==> config.mk <==
export PLATFORM = sky130hd
export DESIGN_NAME = ctrl_pipe
export DESIGN_NICKNAME = d
export VERILOG_FILES = /design/src/rtl/ctrl_pkg.sv /design/src/rtl/ctrl_dec.sv /design/src/rtl/ctrl_pipe.sv
export SDC_FILE = /design/constraint.sdc
export NUM_CORES = 1
export LEC_CHECK = 0
export CORE_MARGIN = 2
export CORE_UTILIZATION = 35
export CTS_BUF_LIST = sky130_fd_sc_hd__clkbuf_4
export CTS_CLUSTER_SIZE = 16
export DETAILED_ROUTE_END_ITERATION = 8
export PLACE_DENSITY_LB_ADDON = 0.15
export SYNTH_ARGS = -nofsm -noshare
export SYNTH_HDL_FRONTEND = slang
export SYNTH_SLANG_ARGS = --single-unit
==> constraint.sdc <==
create_clock -name clk -period 2 [get_ports clk]
set_input_delay 0.4 -clock clk [delete_from_list [all_inputs] [get_ports clk]]
set_output_delay 0.4 -clock clk [all_outputs]
set_load 0.01 [all_outputs]
==> src/rtl/ctrl_pkg.sv <==
// Shared types for the pipelined control unit: opcode map, alu_op encodings,
// the per-stage control bundle and the bubble constant.
package ctrl_pkg;

    typedef enum logic [3:0] {
        OP_NOP   = 4'h0,
        OP_LOAD  = 4'h1,
        OP_LDI   = 4'h2,
        OP_STORE = 4'h3,
        OP_MOVE  = 4'h4,
        OP_AND   = 4'h5,
        OP_OR    = 4'h6,
        OP_XOR   = 4'h7,
        OP_NOT   = 4'h8,
        OP_NEG   = 4'h9,
        OP_SL    = 4'hA,
        OP_SR    = 4'hB,
        OP_ADD   = 4'hC,
        OP_SUB   = 4'hD,
        OP_MUL   = 4'hE,
        OP_J     = 4'hF
    } opcode_e;

    localparam logic [1:0] ALU_NOP  = 2'b11;
    localparam logic [1:0] ALU_PASS = 2'b10;
    localparam logic [1:0] ALU_USE  = 2'b01;
    localparam logic [1:0] ALU_JMP  = 2'b00;

    typedef struct packed {
        logic [1:0] alu_op;
        logic       r;
        logic       i;
        logic       j;
        logic       mem_wr;
        logic       mem_rd;
        logic       we;
        logic       sel_mem;
    } ctrl_t;

    localparam ctrl_t CTRL_BUBBLE = '{ALU_NOP, 1'b0, 1'b0, 1'b0, 1'b0, 1'b0, 1'b0, 1'b0};

endpackage

==> src/rtl/ctrl_dec.sv <==
// Combinational opcode decoder: produces the control bundle and which source
// operands the instruction reads. Opcodes with bits above [3:0] set are NOPs.
module ctrl_dec
    import ctrl_pkg::*;
#(
    parameter int unsigned OP_W = 4
) (
    input  logic [OP_W-1:0] op,
    output ctrl_t           ctrl,
    output logic            uses_rs,
    output logic            uses_rt
);

    logic       hi_nz;
    logic [3:0] op4;

    generate
        if (OP_W > 4) begin : g_wide
            assign hi_nz = |op[OP_W-1:4];
        end else begin : g_narrow
            assign hi_nz = 1'b0;
        end
    endgenerate

    assign op4 = op[3:0];

    always_comb begin
        ctrl    = CTRL_BUBBLE;
        uses_rs = 1'b0;
        uses_rt = 1'b0;
        if (!hi_nz) begin
            case (op4)
                OP_LOAD: begin
                    ctrl.alu_op = ALU_PASS; ctrl.i = 1'b1; ctrl.mem_rd = 1'b1;
                    ctrl.we = 1'b1; ctrl.sel_mem = 1'b1; uses_rs = 1'b1;
                end
                OP_LDI: begin
                    ctrl.alu_op = ALU_PASS; ctrl.i = 1'b1; ctrl.we = 1'b1;
                end
                OP_STORE: begin
                    ctrl.alu_op = ALU_PASS; ctrl.i = 1'b1; ctrl.mem_wr = 1'b1;
                    uses_rs = 1'b1; uses_rt = 1'b1;
                end
                OP_MOVE: begin
                    ctrl.alu_op = ALU_PASS; ctrl.r = 1'b1; ctrl.we = 1'b1; uses_rs = 1'b1;
                end
                OP_AND, OP_OR, OP_XOR, OP_ADD, OP_SUB, OP_MUL: begin
                    ctrl.alu_op = ALU_USE; ctrl.r = 1'b1; ctrl.we = 1'b1;
                    uses_rs = 1'b1; uses_rt = 1'b1;
                end
                OP_NOT, OP_NEG, OP_SL, OP_SR: begin
                    ctrl.alu_op = ALU_USE; ctrl.r = 1'b1; ctrl.we = 1'b1; uses_rs = 1'b1;
                end
                OP_J: begin
                    ctrl.alu_op = ALU_JMP; ctrl.j = 1'b1;
                end
                default: ;
            endcase
        end
    end

endmodule

==> src/rtl/ctrl_pipe.sv <==
// Pipelined control unit: ID decode, ID/EX, EX/MEM, MEM/WB control registers,
// hazard stall/flush. Define CTRL_FWD_EN to enable forwarding and fwd_a/fwd_b.
module ctrl_pipe
    import ctrl_pkg::*;
#(
    parameter int unsigned OP_W = 4,
    parameter int unsigned RA_W = 4
) (
    input  logic            clk,
    input  logic            rst,
    input  logic            hold_i,
    input  logic [OP_W-1:0] op_i,
    input  logic [RA_W-1:0] rs_i,
    input  logic [RA_W-1:0] rt_i,
    input  logic [RA_W-1:0] rd_i,
    output logic            stall_o,
    output logic            flush_o,
    output logic [1:0]      ex_alu_op,
    output logic [OP_W-1:0] ex_alu_fn,
    output logic            ex_r,
    output logic            ex_i,
    output logic            ex_j,
    output logic            mem_wr,
    output logic            mem_rd,
    output logic            wb_we,
    output logic            wb_sel_mem,
    output logic [RA_W-1:0] wb_rd
`ifdef CTRL_FWD_EN
    ,
    output logic [1:0]      fwd_a,
    output logic [1:0]      fwd_b
`endif
);

    ctrl_t           dec_c;
    logic            dec_rs, dec_rt;

    ctrl_t           ex_c;
    logic [RA_W-1:0] ex_dst;
    logic            mem_we, mem_sel;
    logic [RA_W-1:0] mem_dst;
    logic            ex_hit, hazard;

    ctrl_dec #(.OP_W(OP_W)) u_dec (
        .op      (op_i),
        .ctrl    (dec_c),
        .uses_rs (dec_rs),
        .uses_rt (dec_rt)
    );

    assign ex_hit = ex_c.we && ((dec_rs && rs_i == ex_dst) || (dec_rt && rt_i == ex_dst));

`ifdef CTRL_FWD_EN
    logic            ex_use_rs, ex_use_rt;
    logic [RA_W-1:0] ex_rs, ex_rt;

    assign hazard = ex_hit && ex_c.mem_rd;

    // A LOAD in MEM has no result yet, so only non-load writers forward from EX/MEM.
    always_comb begin
        fwd_a = '0;
        fwd_b = '0;
        if (ex_use_rs && mem_we && !mem_rd && mem_dst == ex_rs) fwd_a = 2'b01;
        else if (ex_use_rs && wb_we && wb_rd == ex_rs)          fwd_a = 2'b10;
        if (ex_use_rt && mem_we && !mem_rd && mem_dst == ex_rt) fwd_b = 2'b01;
        else if (ex_use_rt && wb_we && wb_rd == ex_rt)          fwd_b = 2'b10;
    end

    always_ff @(posedge clk) begin
        if (rst) begin
            ex_use_rs <= 1'b0;
            ex_use_rt <= 1'b0;
            ex_rs     <= '0;
            ex_rt     <= '0;
        end else if (!hold_i) begin
            ex_use_rs <= dec_rs && !hazard;
            ex_use_rt <= dec_rt && !hazard;
            ex_rs     <= hazard ? '0 : rs_i;
            ex_rt     <= hazard ? '0 : rt_i;
        end
    end
`else
    logic mem_hit;
    assign mem_hit = mem_we && ((dec_rs && rs_i == mem_dst) || (dec_rt && rt_i == mem_dst));
    assign hazard  = ex_hit || mem_hit;
`endif

    assign stall_o = hold_i || hazard;
    assign flush_o = !hold_i && !hazard && dec_c.j;

    always_ff @(posedge clk) begin
        if (rst) begin
            ex_c       <= CTRL_BUBBLE;
            ex_alu_fn  <= '0;
            ex_dst     <= '0;
            mem_wr     <= 1'b0;
            mem_rd     <= 1'b0;
            mem_we     <= 1'b0;
            mem_sel    <= 1'b0;
            mem_dst    <= '0;
            wb_we      <= 1'b0;
            wb_sel_mem <= 1'b0;
            wb_rd      <= '0;
        end else if (!hold_i) begin
            if (hazard) begin
                ex_c      <= CTRL_BUBBLE;
                ex_alu_fn <= '0;
                ex_dst    <= '0;
            end else begin
                ex_c      <= dec_c;
                ex_alu_fn <= op_i;
                ex_dst    <= dec_c.we ? rd_i : '0;
            end
            mem_wr     <= ex_c.mem_wr;
            mem_rd     <= ex_c.mem_rd;
            mem_we     <= ex_c.we;
            mem_sel    <= ex_c.sel_mem;
            mem_dst    <= ex_dst;
            wb_we      <= mem_we;
            wb_sel_mem <= mem_sel;
            wb_rd      <= mem_dst;
        end
    end

    assign ex_alu_op = ex_c.alu_op;
    assign ex_r      = ex_c.r;
    assign ex_i      = ex_c.i;
    assign ex_j      = ex_c.j;

endmodule

==> results of run 1 <==
[area by class of cell]
type | count | area, sq um
clock buffer | 6 | 45.0
clock inverter | 2 | 33.8
fill | 370 | 1860
inverter | 4 | 15.0
multi-input combinational | 112 | 790
sequential | 29 | 592
tap | 50 | 62.6
timing repair buffer | 63 | 543
[how the worst max path moves through the flow]
stage	start	slack, ps	to
finish	mem_dst[3]	-7	stall_o
global route	mem_dst[0]	-120	stall_o
CTS	mem_dst[2]	-10	stall_o
detailed placement	op_i[3]	-720	stall_o
global placement	op_i[1]	-640	stall_o
floorplan	op_i[3]	100	ex_alu_op[0]
[routing by layer]
metal | track usage, % | vias to the layer above
met3 | 5.67 | 9
met5 | 0 | -
li1 | - | 653
met1 | 22.1 | 606
met2 | 28.3 | 33
met4 | 8.42 | 0
[repair_timing]
| action | in CTS | in global routing |
|---|---|---|
| gates resized for setup | 27 | 17 |
| endpoints found under the setup margin | 9 | 2 |
| setup buffers | 2 | 0 |
| pin swaps | 7 | 6 |
| hold buffers | 0 | 0 |
| endpoints found under the hold margin | 0 | 0 |
| cloned | 0 | 0 |
[synth_stat cells (2+ instances only)]
master	count	share of area [%]
sky130_fd_sc_hd__buf_2	2	0.71
sky130_fd_sc_hd__clkbuf_1	3	0.80
sky130_fd_sc_hd__nand3_1	9	3.2
sky130_fd_sc_hd__buf_4	2	1.1
sky130_fd_sc_hd__xnor2_1	10	6.2
sky130_fd_sc_hd__dfxtp_1	29	41
sky130_fd_sc_hd__xor2_1	6	3.7
sky130_fd_sc_hd__o21ai_0	10	3.5
sky130_fd_sc_hd__o32a_1	2	1.4
sky130_fd_sc_hd__nor3_1	2	0.71
sky130_fd_sc_hd__buf_6	3	2.4
sky130_fd_sc_hd__mux2i_1	14	9.9
sky130_fd_sc_hd__nand2_1	18	4.8
sky130_fd_sc_hd__buf_1	2	0.53
sky130_fd_sc_hd__inv_1	4	1.1
sky130_fd_sc_hd__nand4_1	3	1.3
sky130_fd_sc_hd__o41ai_2	2	2.3
sky130_fd_sc_hd__nor2_1	19	5.0
sky130_fd_sc_hd__a21oi_1	5	1.8
[report_power, final]
| group | switching [W] | internal (W) | total (W) |
|---|---|---|---|
| combinational | 0.000120 | 0.000133 | 0.000253 |
| sequential | 0.0000213 | 0.000601 | 0.000623 |
| clock | 0.000213 | 0.000273 | 0.000487 |
| total | 0.000355 | 0.00101 | 0.00136 |
[logic make-up (layout without fill, tap and decap cells)]
kind of cell / Yosys count / after routing / share of synthesized area, %
buf+inv: 16 / 75 / 6.55
flops: 29 / 29 / 41.1
mux: 14 / 14 / 9.91
xor+xnor: 16 / 16 / 9.91
compound gates: 28 / 28 / 16.0
simple gates: 54 / 54 / 16.5
[cell usage in the layout, fill, tap and decap left out, drive strengths merged]
cell type,synthesis,routed
bufinv,0,1
o31ai,1,1
o2111a,1,1
inv,4,4
nor2,19,19
a21oi,6,6
mux2i,14,14
clkbuf,3,9
nor2b,1,1
o21a,1,1
nand3,9,9
clkinv,0,1
buf,9,27
nand4,3,3
o221ai,1,1
dfxtp,29,29
o21ai,10,10
xnor2,10,10
nand4b,1,1
dlygate4sd2,0,8
xor2,6,6
clkdlybuf4s50,0,23
o211ai,2,2
o22a,1,1
o41ai,3,3
clkdlybuf4s15,0,2
o32a,2,2
nor3,2,2
or2,1,1
nand2,18,18
[tightest hold or removal path: stages]
cell and delay [ps]:
sky130_fd_sc_hd__clkbuf_2 120, sky130_fd_sc_hd__nand2_1 60, sky130_fd_sc_hd__o21ai_0 60
[through the flow]
stage | cells | cell area (sq um) | worst slack [ps] | hold WS (ps) | setup TNS [ps]
3_3_place_gp | 256 | 1950 | -637 | 437 | -4440
4_1_cts | 266 | 2040 | -9.95 | 463 | -9.95
5_1_grt | 266 | 2080 | -115 | 377 | -115
2_1_floorplan | 157 | 1410 | 102 | 425 | 0
3_5_place_dp | 256 | 1950 | -720 | 443 | -5780
6_report | 266 | 2080 | -7.09 | 353 | -7.09
[flip-flops by register name (all words and copies together), names as in the netlist]
register    flops
ex_alu_fn       4
ex_dst          4
mem_dst         4
wb_rd           4
ex_c            3
ex_alu_op       2
ex_i            1
ex_j            1
ex_r            1
mem_rd          1
mem_we          1
mem_wr          1
wb_sel_mem      1
wb_we           1
==> impl_metrics.prom, run 1 <==
# TYPE chip_impl_metric gauge
chip_impl_metric{name="final-setup-viol-count",unit=""} 1
chip_impl_metric{name="hold_violations",unit=""} 0
chip_impl_metric{name="floorplan.rows",unit=""} 23
chip_impl_info{name="worstSetupPathType",value="flop to output pin"} 1
chip_impl_metric{name="area_delta_synth_final",unit="%"} 47.2
chip_impl_info{name="dr.max_layer_used",value="met4"} 1
chip_impl_metric{name="grt_pass1_wl",unit="microns"} 5930
chip_impl_metric{name="total_leakage_power",unit="nW"} 0.886
chip_impl_metric{name="cpPeakStageDelay",unit="ps"} 380
chip_impl_info{name="setup.worst_path.end_class",value="output pin"} 1
chip_impl_info{name="violated_checks",value="setup timing"} 1
chip_impl_metric{name="drtPass1Iterations",unit=""} 4
chip_impl_metric{name="largest_net_degree_at_the_start_of_global_routing",unit=""} 21
chip_impl_metric{name="layout-drive-gt1-share",unit="%"} 26.9
chip_impl_metric{name="final_net_count",unit=""} 234
chip_impl_info{name="startpoint_type",value="flop"} 1
chip_impl_metric{name="synth.distinct_cells",unit=""} 31
chip_impl_metric{name="ff2ff_path_depth",unit=""} 5
chip_impl_metric{name="reg2reg_slack",unit="ps"} 290
chip_impl_metric{name="synthesis.area_per_instance",unit="sq um"} 9.01
chip_impl_metric{name="tritoncts_sink_count",unit=""} 29
chip_impl_metric{name="share_of_synthesized_area_occupied_by_flip_flops_and_latches",unit="%"} 41.1
chip_impl_metric{name="finalWirelength",unit="microns"} 3730
chip_impl_metric{name="clock_insertion_delay_at_the_later_pin_of_the_skew_report",unit="ps"} 340
chip_impl_metric{name="htree_levels",unit=""} 2
chip_impl_metric{name="detailroute.via_count",unit=""} 1301
chip_impl_metric{name="drt-initial-drc-count",unit=""} 41
chip_impl_metric{name="floorplan.core_area",unit="sq um"} 3940
chip_impl_metric{name="worstHoldPathCells",unit=""} 3
chip_impl_metric{name="final-max-slew-violation-count",unit=""} 0
chip_impl_metric{name="critical_path_buf_inv_count",unit=""} 1
chip_impl_metric{name="drtAntennaViolNets",unit=""} 0
chip_impl_metric{name="grt_antenna_before_repair",unit=""} 0
chip_impl_metric{name="end_of_flow_core_utilization",unit="%"} 52.8
chip_impl_metric{name="pwr_density",unit="nW/um^2"} 655
chip_impl_metric{name="die_w",unit="microns"} 67.6
chip_impl_metric{name="grt.overflow.total",unit=""} 0
chip_impl_metric{name="cts_made_buffers",unit=""} 5
chip_impl_metric{name="required_time_of_the_critical_path",unit="ps"} 1600
chip_impl_metric{name="fin_worst_skew",unit="ps"} 12.7
chip_impl_metric{name="layout_min_cycle_time",unit="ps"} 2010
chip_impl_metric{name="detailroute.wirelength.met3",unit="microns"} 179
chip_impl_info{name="cts_tree",value="yes"} 1
chip_impl_info{name="whs_endpoint",value="ex_alu_fn[1]"} 1
chip_impl_metric{name="worstSetupPathDepth",unit=""} 5
chip_impl_metric{name="syn-instance-count",unit=""} 157
chip_impl_metric{name="synth_enable_flop_cells",unit=""} 0
chip_impl_metric{name="postSynth.asyncResetShare",unit="%"} 0
chip_impl_info{name="worstHoldStart",value="op_i[1]"} 1
chip_impl_metric{name="worst_pin_slew",unit="ps"} 526
chip_impl_metric{name="design.die.area",unit="sq um"} 4560
chip_impl_metric{name="via_count_of_the_first_global_routing_pass",unit=""} 1277
chip_impl_metric{name="wl_per_cell",unit="microns"} 14.0
chip_impl_metric{name="diodes",unit=""} 0
chip_impl_info{name="path_cells",value="xnor2_1 -> nand4_1 -> o22a_1 -> o211ai_4 -> buf_6"} 1
chip_impl_metric{name="die_height",unit="microns"} 67.6
chip_impl_info{name="grt_setup_unrepaired",value="true"} 1
chip_impl_info{name="yosys_most_used_dff",value="sky130_fd_sc_hd__dfxtp_1"} 1
chip_impl_metric{name="slew_headroom",unit="%"} 64.8
chip_impl_metric{name="ioPinCount",unit=""} 38
chip_impl_info{name="clock_tree.root_cell",value="sky130_fd_sc_hd__clkbuf_4"} 1
chip_impl_metric{name="via_per_instance_ratio",unit=""} 4.89
chip_impl_info{name="timing.rr.start",value="mem_dst[3]"} 1
chip_impl_metric{name="clk_pin_slew_worst_paths",unit="ps"} 100
chip_impl_metric{name="max_cap_viol_count",unit=""} 0
chip_impl_info{name="min-delay-path-class",value="primary input to flop"} 1
chip_impl_info{name="run_status",value="finished with violations"} 1
chip_impl_metric{name="synth_fp_nets",unit=""} 176
chip_impl_metric{name="yosysWarnings",unit=""} 0
chip_impl_metric{name="post-route-period-util",unit="%"} 100
chip_impl_info{name="cell_at_the_slowest_stage_of_the_critical_path",value="sky130_fd_sc_hd__dfxtp_4"} 1
chip_impl_metric{name="track_usage",unit="%"} 17.9
chip_impl_metric{name="final.setup.worst_slack",unit="ps"} -7.09
chip_impl_metric{name="critical_path_peak_fanout",unit=""} 4
chip_impl_metric{name="netlist_area",unit="sq um"} 1410
chip_impl_info{name="path_delay_family",value="compound AO/OA/AOI/OAI gates"} 1
chip_impl_metric{name="detail_route.wirelength.met1",unit="microns"} 1700
chip_impl_metric{name="detailedPlacementHpwl",unit="microns"} 2660
chip_impl_metric{name="clock.fmax",unit="MHz"} 498
chip_impl_metric{name="synth.ff_latch_count",unit=""} 29
chip_impl_metric{name="vdd_drop_max",unit="mV"} 0.359
chip_impl_metric{name="max-clock-path-buffers",unit=""} 2
chip_impl_metric{name="replace_congestion",unit=""} 0.870
chip_impl_metric{name="port_buffers",unit=""} 37
chip_impl_metric{name="total_power",unit="W"} 0.00136
chip_impl_metric{name="route.detailed.drc",unit=""} 0
chip_impl_metric{name="timing.critical_path.arrival",unit="ps"} 1610
chip_impl_metric{name="met2_wl_post_dr",unit="microns"} 1770
chip_impl_info{name="timing.rr.end",value="ex_c[1]"} 1
chip_impl_metric{name="initial_core_util",unit="%"} 35.9
Power figures use the tool's default switching activity.
==> run 2, diff against run 1 <==
--- a/config.mk
+++ b/config.mk
@@ -5,6 +5,7 @@
 export SDC_FILE = /design/constraint.sdc
 export NUM_CORES = 1
 export LEC_CHECK = 0
+export CORE_ASPECT_RATIO = 1.75
 export CORE_MARGIN = 2
 export CORE_UTILIZATION = 35
 export CTS_BUF_LIST = sky130_fd_sc_hd__clkbuf_4
==> run 2 against run 1 <==
  * Routed wire length is 1.1% lower
  * Global-route usage decreased by 0.19 points
  * Worst setup slack better by 24 ps
  * Sequential power about the same
  * The flow now finishes without violations
==> impl_metrics.prom, run 2 (synthesized netlist as in run 1, its figures left out) <==
# TYPE chip_impl_metric gauge
chip_impl_info{name="worstSetupPathType",value="primary input to output pin"} 1
chip_impl_metric{name="drt-initial-drc-count",unit=""} 22
chip_impl_metric{name="max-clock-path-buffers",unit=""} 2
chip_impl_metric{name="max_cap_viol_count",unit=""} 0
chip_impl_info{name="mostFrequentLayoutCell",value="sky130_fd_sc_hd__buf_4"} 1
chip_impl_metric{name="finalWirelength",unit="microns"} 3690
chip_impl_info{name="setup.worst_path.start",value="op_i[3]"} 1
chip_impl_metric{name="drtAntennaViolNets",unit=""} 0
chip_impl_metric{name="drtPass1Iterations",unit=""} 4
chip_impl_info{name="cts_tree",value="yes"} 1
chip_impl_metric{name="floorplan.rows",unit=""} 30
chip_impl_metric{name="grt_pass1_wl",unit="microns"} 6070
chip_impl_metric{name="worstSetupPathDepth",unit=""} 6
chip_impl_metric{name="via_per_instance_ratio",unit=""} 5.13
chip_impl_metric{name="wl_per_cell",unit="microns"} 13.9
chip_impl_metric{name="area_delta_synth_final",unit="%"} 46.9
chip_impl_metric{name="route.detailed.drc",unit=""} 0
chip_impl_metric{name="ff2ff_path_depth",unit=""} 8
chip_impl_metric{name="pwr_density",unit="nW/um^2"} 648
chip_impl_metric{name="fin_worst_skew",unit="ps"} 10.2
chip_impl_metric{name="tritoncts_sink_count",unit=""} 29
chip_impl_info{name="cell_at_the_slowest_stage_of_the_critical_path",value="sky130_fd_sc_hd__o2111a_2"} 1
chip_impl_info{name="path_cells",value="clkdlybuf4s15_2 -> or2_4 -> o2111a_2 -> a21oi_4 -> o211ai_4 -> buf_2"} 1
chip_impl_metric{name="largest_net_degree_at_the_start_of_global_routing",unit=""} 19
chip_impl_metric{name="replace_congestion",unit=""} 0.970
chip_impl_metric{name="final-max-slew-violation-count",unit=""} 0
chip_impl_metric{name="track_usage",unit="%"} 17.7
chip_impl_metric{name="grt_antenna_before_repair",unit=""} 0
chip_impl_metric{name="worstHoldPathCells",unit=""} 2
chip_impl_metric{name="clk_pin_slew_worst_paths",unit="ps"} 100
chip_impl_info{name="timing.rr.end",value="ex_dst[2]"} 1
chip_impl_metric{name="final.setup.worst_slack",unit="ps"} 16.7
chip_impl_info{name="min-delay-path-class",value="flop to flop"} 1
chip_impl_metric{name="post-route-period-util",unit="%"} 99.2
chip_impl_metric{name="cts_hold_buffers",unit=""} 0
chip_impl_metric{name="reg2reg_slack",unit="ps"} 320
chip_impl_info{name="startpoint_type",value="primary input"} 1
chip_impl_metric{name="end_of_flow_core_utilization",unit="%"} 53.7
chip_impl_metric{name="via_count_of_the_first_global_routing_pass",unit=""} 1373
chip_impl_metric{name="slew_headroom",unit="%"} 66.7
chip_impl_info{name="most_frequent_cells_in_the_layout",value="sky130_fd_sc_hd__buf_4, sky130_fd_sc_hd__dfxtp_1, sky130_fd_sc_hd__clkdlybuf4s50_1"} 1
chip_impl_info{name="path_delay_family",value="compound AO/OA/AOI/OAI gates"} 1
chip_impl_metric{name="initial_core_util",unit="%"} 36.6
chip_impl_metric{name="htree_levels",unit=""} 2
chip_impl_metric{name="grt.overflow.total",unit=""} 0
chip_impl_info{name="timing.rr.start",value="ex_dst[1]"} 1
chip_impl_info{name="grt_setup_unrepaired",value="true"} 1
chip_impl_metric{name="cpPeakStageDelay",unit="ps"} 290
chip_impl_metric{name="layout_min_cycle_time",unit="ps"} 1980
chip_impl_metric{name="n_fill_cell",unit=""} 376
chip_impl_info{name="clock_tree.root_cell",value="sky130_fd_sc_hd__clkbuf_4"} 1
chip_impl_metric{name="cts_made_buffers",unit=""} 5
chip_impl_metric{name="diodes",unit=""} 0
chip_impl_metric{name="critical_path_peak_fanout",unit=""} 5
chip_impl_metric{name="hold_violations",unit=""} 0
chip_impl_metric{name="required_time_of_the_critical_path",unit="ps"} 1600
chip_impl_metric{name="clock_insertion_delay_at_the_later_pin_of_the_skew_report",unit="ps"} 320
chip_impl_info{name="run_status",value="finished, final reports clean"} 1
chip_impl_metric{name="critical_path_buf_inv_count",unit=""} 2
chip_impl_metric{name="vdd_drop_max",unit="mV"} 0.396
chip_impl_metric{name="final_net_count",unit=""} 235
chip_impl_metric{name="port_buffers",unit=""} 37
chip_impl_info{name="worstHoldStart",value="ex_alu_fn[3]"} 1
chip_impl_metric{name="ioPinCount",unit=""} 38
chip_impl_metric{name="post-place-ws",unit="ps"} -698
chip_impl_metric{name="design.die.area",unit="sq um"} 4580
chip_impl_metric{name="worst_pin_slew",unit="ps"} 498
chip_impl_metric{name="floorplan.core_area",unit="sq um"} 3870
chip_impl_metric{name="die_height",unit="microns"} 88.1
chip_impl_metric{name="die_w",unit="microns"} 52.0
chip_impl_metric{name="timing.critical_path.arrival",unit="ps"} 1580
chip_impl_info{name="setup.worst_path.end_class",value="output pin"} 1
chip_impl_metric{name="clock.fmax",unit="MHz"} 504
chip_impl_metric{name="final-setup-viol-count",unit=""} 0
chip_impl_info{name="crit_path_end",value="stall_o"} 1
chip_impl_metric{name="detailroute.via_count",unit=""} 1359
chip_impl_metric{name="total_leakage_power",unit="nW"} 0.882
chip_impl_metric{name="layout-drive-gt1-share",unit="%"} 25.8
chip_impl_metric{name="detailedPlacementHpwl",unit="microns"} 2860
==> run 2: changes by cell type in the layout (fill, tap and decap cells not counted), sizes merged <==
cell,change
clkbuf,-3
buf,+2
dlygate4sd2,+2
==> run 2: worst min-delay path by stage <==
stage	to	slack, ps
finish	ex_alu_fn[3]	470
global route	ex_alu_fn[3]	510
CTS	ex_alu_fn[2]	470
detailed placement	ex_alu_fn[2]	440
global placement	ex_alu_fn[2]	440
floorplan	ex_c[2]	430
==> run 2: per-stage QoR <==
step           instances  TNS [ps]  total power [W]  instance area [sq um]  hold WS (ps)
6_report             265         0          0.00135                   2080           466
5_1_grt              265     -69.0          0.00142                   2080           511
4_1_cts              263         0          0.00136                   2030           468
3_5_place_dp         254     -5170         0.000878                   1950           445
3_3_place_gp         254     -4140         0.000873                   1950           436
2_1_floorplan        157         0         0.000760                   1410           425
==> run 2: final cells by class <==
| cell class | instances | area [sq um] | area share (%) |
|---|---|---|---|
| Sequential cell | 29 | 591 | 28.4 |
| Clock inverter | 2 | 33.8 | 1.63 |
| Clock buffer | 6 | 45.0 | 2.17 |
| Timing Repair Buffer | 64 | 553 | 26.6 |
| Multi-Input combinational cell | 112 | 779 | 37.5 |
| Inverter | 4 | 15.0 | 0.723 |
| Tap cell | 48 | 60.1 | 2.89 |
==> run 2: report_power, final <==
group          internal (W)  switching (W)  total, W  leakage (nW)
Combinational      0.000130       0.000114  0.000244         0.599
Sequential         0.000601      0.0000216  0.000623         0.240
Clock              0.000274       0.000204  0.000478        0.0433
==> run 2: worst min-delay path: cells and delay by family, from the launching register on <==
kind,cells,cell delay (ps)
AND/OR/NAND/NOR,1,40
flip-flops,1,340
AO/OA/AOI/OAI,1,60
==> run 2: timing repair <==
item | in CTS | in global routing
setup buffers | 1 | 2
pin swaps | 7 | 5
resized for setup | 31 | 8
setup endpoints to repair | 9 | 1
==> run 2: per-layer routing <==
metal / vias up / share of wire [%] / GRT usage [%]
li1: 663 / - / -
met2: 38 / 59 / 34.8
met5: - / 0 / 0
met3: 10 / 4.1 / 4.44
met1: 648 / 35 / 16.2
met4: 0 / 2.1 / 8.13
